File: src/rtl/sc_jug1_position_register_pkg.sv
// Shared definitions for the player-1 state machine and its position register datapath.
package sc_jug1_position_register_pkg;

  localparam logic [1:0] SHIFT_LOAD  = 2'b00;
  localparam logic [1:0] SHIFT_LEFT  = 2'b01;
  localparam logic [1:0] SHIFT_RIGHT = 2'b10;
  localparam logic [1:0] SHIFT_HOLD  = 2'b11;

  localparam int DEFAULT_WIDTH    = 8;
  localparam int DEFAULT_INIT_POS = 3;
  localparam int MOVECOUNT_W      = 8;

endpackage

File: src/rtl/sc_jug1_onehot_encoder.sv
// Turns a one-hot column vector into its binary index; valid is high only when exactly one bit is set.
module sc_jug1_onehot_encoder #(
  parameter int WIDTH = 8,
  parameter int IDX_W = $clog2(WIDTH)
) (
  input  logic [WIDTH-1:0] position,
  output logic [IDX_W-1:0] index,
  output logic             valid
);

  logic seenBit;
  logic multiBit;

  always_comb begin
    index    = '0;
    seenBit  = 1'b0;
    multiBit = 1'b0;
    for (int k = 0; k < WIDTH; k++) begin
      if (position[k]) begin
        if (seenBit) multiBit = 1'b1;
        seenBit = 1'b1;
        index   = IDX_W'(k);
      end
    end
    valid = seenBit & ~multiBit;
  end

endmodule

File: src/rtl/sc_jug1_position_register.sv
// Player-1 one-hot board position with saturating left/right shifts and edge flags.
// Optional accepted-move counter enabled by defining SC_JUG1_MOVECOUNT_EN.
module sc_jug1_position_register
  import sc_jug1_position_register_pkg::*;
#(
  parameter  int WIDTH    = DEFAULT_WIDTH,
  parameter  int INIT_POS = DEFAULT_INIT_POS,
  localparam int IDX_W    = $clog2(WIDTH)
) (
  input  logic                   SC_STATEMACHINE_JUG1_CLOCK_50,
  input  logic                   SC_STATEMACHINE_JUG1_RESET_InHigh,
  input  logic                   clear_InLow,
  input  logic [1:0]             shiftselection_In,
  output logic [WIDTH-1:0]       position_Out,
  output logic [IDX_W-1:0]       index_Out,
  output logic                   izquierdacomparator_OutLow,
  output logic                   derechacomparator_OutLow,
  output logic                   moved_Out,
  output logic [MOVECOUNT_W-1:0] movecount_Out
);

  localparam logic [WIDTH-1:0] INIT_ONEHOT = {{(WIDTH-1){1'b0}}, 1'b1} << INIT_POS;

  logic [WIDTH-1:0] positionReg;
  logic [WIDTH-1:0] nextPosition;
  logic             positionValid;
  logic             atLeftEdge;
  logic             atRightEdge;

  sc_jug1_onehot_encoder #(
    .WIDTH(WIDTH),
    .IDX_W(IDX_W)
  ) onehotEncoder (
    .position(positionReg),
    .index   (index_Out),
    .valid   (positionValid)
  );

  assign atLeftEdge  = positionReg[WIDTH-1];
  assign atRightEdge = positionReg[0];

  // A corrupted (non-one-hot) position outranks every command and snaps back home.
  always_comb begin
    nextPosition = positionReg;
    if (!positionValid || !clear_InLow) begin
      nextPosition = INIT_ONEHOT;
    end else begin
      case (shiftselection_In)
        SHIFT_LOAD:  nextPosition = INIT_ONEHOT;
        SHIFT_LEFT:  if (!atLeftEdge)  nextPosition = positionReg << 1;
        SHIFT_RIGHT: if (!atRightEdge) nextPosition = positionReg >> 1;
        default:     nextPosition = positionReg;
      endcase
    end
  end

  always_ff @(posedge SC_STATEMACHINE_JUG1_CLOCK_50 or posedge SC_STATEMACHINE_JUG1_RESET_InHigh) begin
    if (SC_STATEMACHINE_JUG1_RESET_InHigh) begin
      positionReg <= INIT_ONEHOT;
      moved_Out   <= 1'b0;
    end else begin
      positionReg <= nextPosition;
      moved_Out   <= (nextPosition != positionReg);
    end
  end

  assign position_Out               = positionReg;
  assign izquierdacomparator_OutLow = ~atLeftEdge;
  assign derechacomparator_OutLow   = ~atRightEdge;

`ifdef SC_JUG1_MOVECOUNT_EN
  logic [MOVECOUNT_W-1:0] moveCount;
  logic                   moveAccepted;
  logic                   countClear;

  assign countClear   = !clear_InLow || (shiftselection_In == SHIFT_LOAD);
  assign moveAccepted = positionValid && clear_InLow &&
                        (((shiftselection_In == SHIFT_LEFT)  && !atLeftEdge) ||
                         ((shiftselection_In == SHIFT_RIGHT) && !atRightEdge));

  // Saturates at all-ones so a long game never wraps the statistic.
  always_ff @(posedge SC_STATEMACHINE_JUG1_CLOCK_50 or posedge SC_STATEMACHINE_JUG1_RESET_InHigh) begin
    if (SC_STATEMACHINE_JUG1_RESET_InHigh) begin
      moveCount <= '0;
    end else if (countClear) begin
      moveCount <= '0;
    end else if (moveAccepted && (moveCount != '1)) begin
      moveCount <= moveCount + 1'b1;
    end
  end

  assign movecount_Out = moveCount;
`else
  assign movecount_Out = '0;
`endif

endmodule

File: config.mk
export PLATFORM = sky130hd
export DESIGN_NAME = sc_jug1_position_register
export DESIGN_NICKNAME = d
export VERILOG_FILES = /design/src/rtl/sc_jug1_position_register_pkg.sv /design/src/rtl/sc_jug1_onehot_encoder.sv /design/src/rtl/sc_jug1_position_register.sv
export SDC_FILE = /design/constraint.sdc
export NUM_CORES = 1
export LEC_CHECK = 0
export ABC_CLOCK_PERIOD_IN_PS = 3800
export CAP_MARGIN = 5
export CELL_PAD_IN_SITES_DETAIL_PLACEMENT = 2
export CELL_PAD_IN_SITES_GLOBAL_PLACEMENT = 2
export CORE_AREA = 4 4 59 72
export DETAILED_ROUTE_END_ITERATION = 7
export DIE_AREA = 0 0 63 76
export PLACE_DENSITY = 0.81
export SYNTH_ARGS = -nofsm -noshare
export SYNTH_HDL_FRONTEND = slang
export SYNTH_SLANG_ARGS = --single-unit
File: constraint.sdc
create_clock -name SC_STATEMACHINE_JUG1_CLOCK_50 -period 3.8 [get_ports SC_STATEMACHINE_JUG1_CLOCK_50]
set_input_delay 0.76 -clock SC_STATEMACHINE_JUG1_CLOCK_50 [delete_from_list [all_inputs] [get_ports SC_STATEMACHINE_JUG1_CLOCK_50]]
set_output_delay 0.76 -clock SC_STATEMACHINE_JUG1_CLOCK_50 [all_outputs]
set_load 0.1 [all_outputs]
==> qor.yml <==
status:
  outcome: "finished, final reports clean"
cts:
  cts_buffers: 3
  cts.clk_slew.worst_paths_ps: 40
  clock-root-buffer: "clkbuf_8"
  clk_latency_ps: 240
  tritoncts: "done"
  clock_path_buffers: 2
  post_cts_buffers: 0
  postCtsHoldBufs: 0
  cts.sinks: 9
  cts-resized-gates: 0
  htreeDepth: 1
route:
  route.met3.wl_um: 129
  drt_first_pass_iters: 4
  drt_iter0_markers: 75
  vias: 1027
  met1_length_mm: 1.623
  antenna_left: 0
  drt_wl_total_mm: 3.478
  maxUsedRoutingLayer: "met4"
  wl_per_cell_um: 19.11
  route.met2.wl_mm: 1.661
  drc: 0
  via_per_inst: 5.643
setup_path:
  slowest_stage: "clkdlybuf4s50_1"
  path_class: "input port to flip-flop"
  end_kind: "flip-flop"
  required_ps: 3900
  path_buf_inv: 1
  r2r_start: "position_Out[1]"
  cp-start-kind: "input port"
  path_max_fanout: 7
  cp_cell_sequence: "clkdlybuf4s50_1 -> nor3b_2 -> a22o_2 -> nor2_2 -> or4b_1 -> a21o_1 -> a221oi_2 -> nand3_1"
  crit_start: "shiftselection_In[0]"
  cp_top_family: "simple AND/OR/NAND/NOR gates"
  slowest_delay_ps: 660
  cp.arrival_ps: 3180
die:
  ioPinCount: 27
  dieArea_um2: 4788
  die_h_um: 76
  core_area_um2: 3573
  fp.dieW_um: 63
  rows: 24
  initial_core_util_pct: 27.28
logic_synthesis:
  synthCells: 131
  syn_area_um2: 974.7
  synth_warnings: 0
  ys_seq_area_share_pct: 23.23
  synthFlopType: "dfrtp_1"
  ys_types: 44
  synth.avg_cell_area_um2: 7.440
  synth_edf_count: 0
  yosys_register_bits: 9
  synth-async-reset-ratio_pct: 100.0
final_layout:
  register_area_um2: 226.5
  multi_input_area_um2: 641.9
  utilization_pct: 32.35
  syn_to_final_growth_pct: 18.61
  fin_nets: 149
  antenna-diode-count: 0
  layout-drive-gt1-share_pct: 17.48
  n_fill_cell: 431
global_route:
  grt_overflow_total: 0
  grt_pass1_vias: 1057
  grt_pass1_wl_mm: 5.851
  track_usage_pct: 15.31
  grt_max_degree: 16
  antenna_found_initial: 0
timing:
  fin_crit_ps: 3079
  layout_setup_ws_ps: 721.0
  fin_skew_ps: 3.397
  setup-tns-final_ps: 0
  min_period_over_period_pct: 81.03
  drv_slew: 0
  maxSlewHeadroom_pct: 27.56
  hold_viol_final: 0
  setup_violations: 0
  rsz0062_at_grt: "no"
  worstMarginPinSlew_ps: 1079
  max_freq_ghz: 0.3248
power:
  peakVddDrop_v: 0.0001594
  p_leak_nw: 0.4658
  p_per_area_nw_per_um2: 385.1
job:
  maxCapViolCount: 0
hold_path:
  hold_path_startpoint: "position_Out[4]"
  min_path_type: "flip-flop to flip-flop"
placement:
  place_ws_ps: 518.5
  gp_congestion: 0.7922
  io_buffers: 18
  hpwl_mm: 2.539
[cell families (layout without fill, tap and decap cells)]
group	after synthesis	count (layout)	synth area share, %
buffers and inverters	25	30	13.61
other	1	8	0.3847
multiplexers	2	2	2.054
AO/OA/AOI/OAI	43	43	30.17
adder cells (fa/ha/maj)	1	1	1.027
flip-flops	9	9	23.24
AND/OR/NAND/NOR	50	50	29.53
[sequential cells by signal, indices dropped and copies added (netlist names)]
name / count
moved_Out: 1
position_Out: 8
[layout by cell type (no fill, tap or decap), types with 4 or more instances in the layout]
cell / count
buf_4: 14
conb_1: 8
dfrtp_1: 8
nor2_1: 13
clkdlybuf4s50_1: 7
inv_1: 5
nand3_1: 4
nor3_1: 6
a21oi_1: 10
nand2_1: 9
o21ai_0: 9
[stage by stage]
stage | std cells | hold WS (ps) | area, um2 | power (W)
6_report | 182 | 741.0 | 1156 | 0.0004452
5_1_grt | 182 | 771.3 | 1156 | 0.0004682
4_1_cts | 182 | 742.7 | 1156 | 0.0004521
3_5_place_dp | 178 | 737.6 | 1111 | 0.0003313
3_3_place_gp | 178 | 712.6 | 1111 | 0.0003272
2_1_floorplan | 138 | 587.2 | 1001 | 0.0002931
[cells in the mapped netlist (2+ instances only)]
cell type | n | share of area, %
nor3b_1 | 2 | 1.5
mux2i_1 | 2 | 2.1
o211ai_1 | 2 | 1.5
nor2b_1 | 3 | 1.9
inv_1 | 5 | 1.9
nand2b_1 | 2 | 1.3
nand4b_1 | 3 | 2.7
nand3_1 | 4 | 2.1
a21o_1 | 3 | 2.3
a21oi_1 | 10 | 5.1
nor3_1 | 6 | 3.1
nor2_1 | 13 | 5.0
dfrtp_1 | 8 | 21
o21ai_0 | 10 | 5.1
nand2_1 | 9 | 3.5
a22oi_1 | 3 | 2.3
buf_4 | 8 | 6.2
o21a_1 | 3 | 2.3
clkbuf_1 | 10 | 3.9
[final timing paths]
path / slack (ps) / end / cells past startpoint
setup / recovery: 720 / moved_Out / 8
min in group asynchronous: 810 / position_Out[2] / 2
max in group asynchronous: 2670 / position_Out[3] / 2
setup reg to reg: 880 / moved_Out / 6
hold / removal: 740 / position_Out[3] / 1
hold reg to reg: 740 / position_Out[3] / 1
[worst reg2reg max path: cells and delay by family (launching register included)]
kind / cells / cell delay (ps)
AOI/OAI and AO/OA: 3 / 1460
DFF: 1 / 550
and+or+nand+nor: 3 / 780
[metal layers]
metal | vias up | global-route usage (%)
met5 | - | 0
met4 | 0 | 7.726
met3 | 5 | 2.950
met2 | 27 | 25.13
met1 | 511 | 18.79
li1 | 484 | -
[power by group]
group	switching (W)	internal, W	leakage, nW	total [W]
registers	0.0000137	0.000104	0.119	0.000117
logic	0.000166	0.0000464	0.324	0.000212
clock network	0.0000425	0.0000735	0.0228	0.000116
total	0.000222	0.000223	0.466	0.000445
[area by class of cell]
type / instances / area share (%)
clock buffers: 4 / 3.896
inverters: 5 / 1.623
multi-input cells: 104 / 55.52
flip-flops and latches: 9 / 19.59
well taps: 39 / 4.221
repair buffers: 21 / 15.15
Note: power is estimated with default switching activity, not from simulation.
